--- src/rtl/aes_round_ctrl.sv ---
// aes_round_ctrl: sequences an iterative AES-128 encrypt datapath through load, rounds and result handoff.
// Round constants are produced by GF(2^8) doubling, so no lookup table is needed.
module aes_round_ctrl #(
  parameter int NUM_ROUNDS   = 10,
  parameter int ROUND_CYCLES = 1
) (
  input  logic       clk,
  input  logic       rst_n,
  input  logic       abort,
  input  logic       start_valid,
  output logic       start_ready,
  output logic       done_valid,
  input  logic       done_ready,
  output logic       dp_load,
  output logic       key_load,
  output logic       dp_round_en,
  output logic       key_en,
  output logic       dp_final,
  output logic [7:0] rcon,
  output logic [3:0] round,
  output logic       busy
);
  typedef enum logic [1:0] {IDLE, LOAD, ROUND, DONE} state_t;
  localparam logic [2:0] SUB_LAST   = 3'(ROUND_CYCLES - 1);
  localparam logic [3:0] ROUND_LAST = 4'(NUM_ROUNDS);
  state_t     state_q, state_d;
  logic [3:0] round_q, round_d;
  logic [2:0] sub_q, sub_d;
  logic [7:0] rcon_q, rcon_d;
  logic       last_sub;
  always_ff @(posedge clk or negedge rst_n) begin
    if (!rst_n) begin
      state_q <= IDLE;
      round_q <= '0;
      sub_q   <= '0;
      rcon_q  <= '0;
    end else begin
      state_q <= state_d;
      round_q <= round_d;
      sub_q   <= sub_d;
      rcon_q  <= rcon_d;
    end
  end
  // Counters are held at zero outside ROUND, so round/rcon decode cleanly from state.
  always_comb begin
    state_d     = state_q;
    round_d     = round_q;
    sub_d       = sub_q;
    rcon_d      = rcon_q;
    last_sub    = (state_q == ROUND) && (sub_q == SUB_LAST);
    start_ready = (state_q == IDLE) && !abort;
    done_valid  = state_q == DONE;
    dp_load     = state_q == LOAD;
    key_load    = state_q == LOAD;
    dp_round_en = last_sub;
    key_en      = last_sub;
    dp_final    = (state_q == ROUND) && (round_q == ROUND_LAST);
    rcon        = (state_q == ROUND) ? rcon_q : 8'h00;
    round       = (state_q == ROUND) ? round_q : 4'd0;
    busy        = (state_q == LOAD) || (state_q == ROUND);
    if (abort) begin
      state_d = IDLE;
      round_d = '0;
      sub_d   = '0;
      rcon_d  = '0;
    end else begin
      case (state_q)
        IDLE:  state_d = start_valid ? LOAD : IDLE;
        LOAD: begin
          state_d = ROUND;
          round_d = 4'd1;
          sub_d   = '0;
          rcon_d  = 8'h01;
        end
        ROUND: begin
          if (!last_sub) sub_d = sub_q + 3'd1;
          else if (round_q < ROUND_LAST) begin
            sub_d   = '0;
            round_d = round_q + 4'd1;
            rcon_d  = {rcon_q[6:0], 1'b0} ^ (rcon_q[7] ? 8'h1b : 8'h00);
          end else begin
            sub_d   = '0;
            state_d = DONE;
            round_d = '0;
            rcon_d  = '0;
          end
        end
        DONE:    state_d = done_ready ? IDLE : DONE;
        default: state_d = IDLE;
      endcase
    end
  end
endmodule

--- config.mk ---
export PLATFORM = sky130hd
export DESIGN_NAME = aes_round_ctrl
export DESIGN_NICKNAME = d
export VERILOG_FILES = /design/src/rtl/aes_round_ctrl.sv
export SDC_FILE = /design/constraint.sdc
export NUM_CORES = 1
export LEC_CHECK = 0
export CORE_ASPECT_RATIO = 1.25
export CORE_MARGIN = 2
export CORE_UTILIZATION = 44
export CTS_CLUSTER_DIAMETER = 50
export CTS_CLUSTER_SIZE = 14
export DETAILED_ROUTE_END_ITERATION = 10
export PLACE_DENSITY = 0.75
export SLEW_MARGIN = 15
export SYNTH_ARGS = -nofsm -noshare
export SYNTH_HDL_FRONTEND = slang
export SYNTH_SLANG_ARGS = --single-unit
--- constraint.sdc ---
create_clock -name clk -period 1.7 [get_ports clk]
set_input_delay 0.34 -clock clk [delete_from_list [all_inputs] [get_ports clk]]
set_output_delay 0.34 -clock clk [all_outputs]
set_load 0.005 [all_outputs]
==> reports/summary.txt <==
run status: complete, but fails checks
failing checks: setup timing
CTS tree: done
Residual DRC: 0
highest achievable clock rate: 552 MHz
Worst-Skew Late Latency: 0.30 ns
hold_buf cts: 0
Synth Flop Type: dfrtp_1
gr usage total: 0.229
Post-synth EDFFs: 0
CP bufs+invs: 2
Die H: 58.8 um
Final WS setup: -0.113 ns
Worst Path Arrival: 1.47 ns
DR iter-0 viols: 13
R2R depth: 7
M2 GR Usage: 0.417
Final Non-Filler Cells: 178
Setup crit start kind: register
Post-Syn Instances: 101
Mapped Nets: 115
power density over cell area: 694 mW/mm2
crit path max fanout: 3
Post-Syn Area per Cell: 10.5 um2
RSZ-0062 raised after global routing: true
clock sinks: 17
R2R Path End: round_q[2]$_DFFE_PN0P_
worst slew pin tran: 0.335 ns
RD Place Congestion: 0.768
most frequent cells in the layout: buf_6, dfrtp_1, buf_4, and2_4, a22o_1
Yosys top cell area share: 0.402
yosys warns: 0
H-tree depth: 1
Crit path required time: 1.36 ns
Root Driver: clkbuf_4
vias in the first global route: 1012
FF/Latch Area: 427 um2
Synth Area in Compound Gates: 0.176
Vias: 935
Hold Crit Class: input port to asynchronous set/reset pin
Die X-Extent: 47.9 um
register area share after synthesis: 0.402
clock-pin slew on the worst setup and hold paths: 0.11 ns
most crowded layer after global routing: met2
placed cells: 169
fin. max-slew vios: 0
Rows: 19
starting density of the core: 0.474
Post-Route Utilization: 0.712
M3 GR Usage: 0.0399
Post-Syn Area: 0.00106 mm2
largest net degree at the start of global routing: 18
initial antenna violation count: 0
slowest cell on the critical path: dfrtp_2
final instance area: 0.00159 mm2
Initial DRT Pass Iterations: 4
ys async rst share: 1.00
Final setup violation count: 11
cell breakdown of the critical path: ha_4 > buf_6 > and2_4 > and3b_1 > buf_2
PortBufs: 24
grt ovf: 0
n_diodes: 0
Final Power: 1.10 mW
multiplexer share of the synthesized area: 0.0201
R2R Setup Slk: 0.03 ns
Slew HR: 0.774
Tmin final: 1.81 ns
Max clock buf depth: 2
mean routed wirelength per cell: 15.2 um
Worst Hold Slack: 0.346 ns
Placeable Area: 0.00223 mm2
worst slack, placed: -0.0836 ns
die footprint: 0.00282 mm2
R2R Path Start: state_q[0]$_DFFE_PN0P_
layout cells sized above 1: 0.463
synth unique cells: 33
Post-Synth XOR/XNOR Area: 0.0248
largest family of logic cells by synthesized area: simple AND/OR/NAND/NOR gates
Vias/cell: 5.25
Yosys reg bits: 17
area of the multi-input gates: 622 um2
# Max-Cap Violations: 0
Final nets: 162
IR drop worst, VDD: 0.601 mV
first-pass GRT wire length: 4570 um
Final period util: 1.07
setup_tns: -0.697 ns
Fill cells: 187
routing usage on met1: 0.253
final wirelength: 2710 um
Final Hold Viols: 0
DP Area: 0.00145 mm2
largest cells by area after synthesis: dfrtp_1, ha_1, a22o_1
IO Pins: 25
area grow syn2layout: 50.4%
nature of the critical path endpoint: output port
post-synthesis adder-cell area fraction: 0.106
post-synthesis simple-gate area fraction: 0.200
area leader, netlist: dfrtp_1
CP delay by family, top: flip-flops
Final Skew: 0.000553 ns
Detailed Place HPWL: 1770 um
CTS Buf Count: 3
Pleak: 0.810 nW
post-route ant nets: 0
CP peak stage delay: 0.47 ns
Crit Path Category: register to output port
commonest non-fill, non-tap cell in the layout: buf_6
## logic make-up after synthesis
| group | after synthesis |
|---|---|
| multiplexers | 2 |
| XOR/XNOR | 3 |
| adder cells (fa/ha/maj) | 9 |
| AO/OA/AOI/OAI | 24 |
| buffers and inverters | 17 |
| AND/OR/NAND/NOR | 29 |
| flip-flops | 17 |
## Yosys cell counts, drive strengths merged, types with 2 or more instances
cell type / instances
a22o: 11
and2: 12
inv: 10
nor2b: 3
nand2b: 3
xor2: 3
o21ai: 2
ha: 9
a31oi: 3
nor2: 2
nor4b: 2
dfrtp: 17
buf: 6
a21oi: 2
## worst register-to-register path, stage by stage (launching register included)
cell and delay (ns):
dfrtp_1 0.41, inv_2 0.10, ha_4 0.16, buf_4 0.14, nand3b_4 0.10, buf_6 0.14, and3_4 0.19, a221o_1 0.34
## per-layer routing
metal / routed length, um / share of wire / up-vias
met4: 31 / 0.011 / 0
li1: - / - / 445
met3: 95 / 0.035 / 4
met5: 0 / 0 / -
met1: 1060 / 0.39 / 466
met2: 1520 / 0.56 / 20
## registers in the layout (all words and copies together), names as in the netlist
| signal | flops |
|---|---|
| rcon_q | 8 |
| round_q | 4 |
| sub_q | 3 |
| state_q | 2 |
## area by class of cell
cell class,instances,area share
timing repair buffer,49,0.276
tap,31,0.0244
inverter,10,0.0236
sequential,17,0.268
multi-input combinational,67,0.391
clock inverter,1,0.00314
clock buffer,3,0.0142
## worst max-delay path by stage
stage,start,to,depth (start not counted)
floorplan,state_q[0]$_DFFE_PN0P_,rcon[0],5
global placement,state_q[0]$_DFFE_PN0P_,dp_final,5
detailed placement,state_q[0]$_DFFE_PN0P_,rcon[0],5
CTS,state_q[1]$_DFFE_PN0P_,dp_final,5
global route,state_q[1]$_DFFE_PN0P_,dp_final,5
finish,state_q[1]$_DFFE_PN0P_,dp_final,5
## power breakdown
group          switching (mW)  internal, mW  total, mW
Sequential             0.0220         0.428      0.450
Clock                   0.147        0.0878      0.235
Combinational           0.195         0.226      0.420
## repair_timing
action | CTS | global route
resized for setup | 103 | 13
buffers inserted | 5 | 0
endpoints found under the hold margin | 0 | 0
setup endpoints to repair | 30 | 34
cloned | 2 | 0
pin swaps | 7 | 1
(Power assumes the default switching activity.)
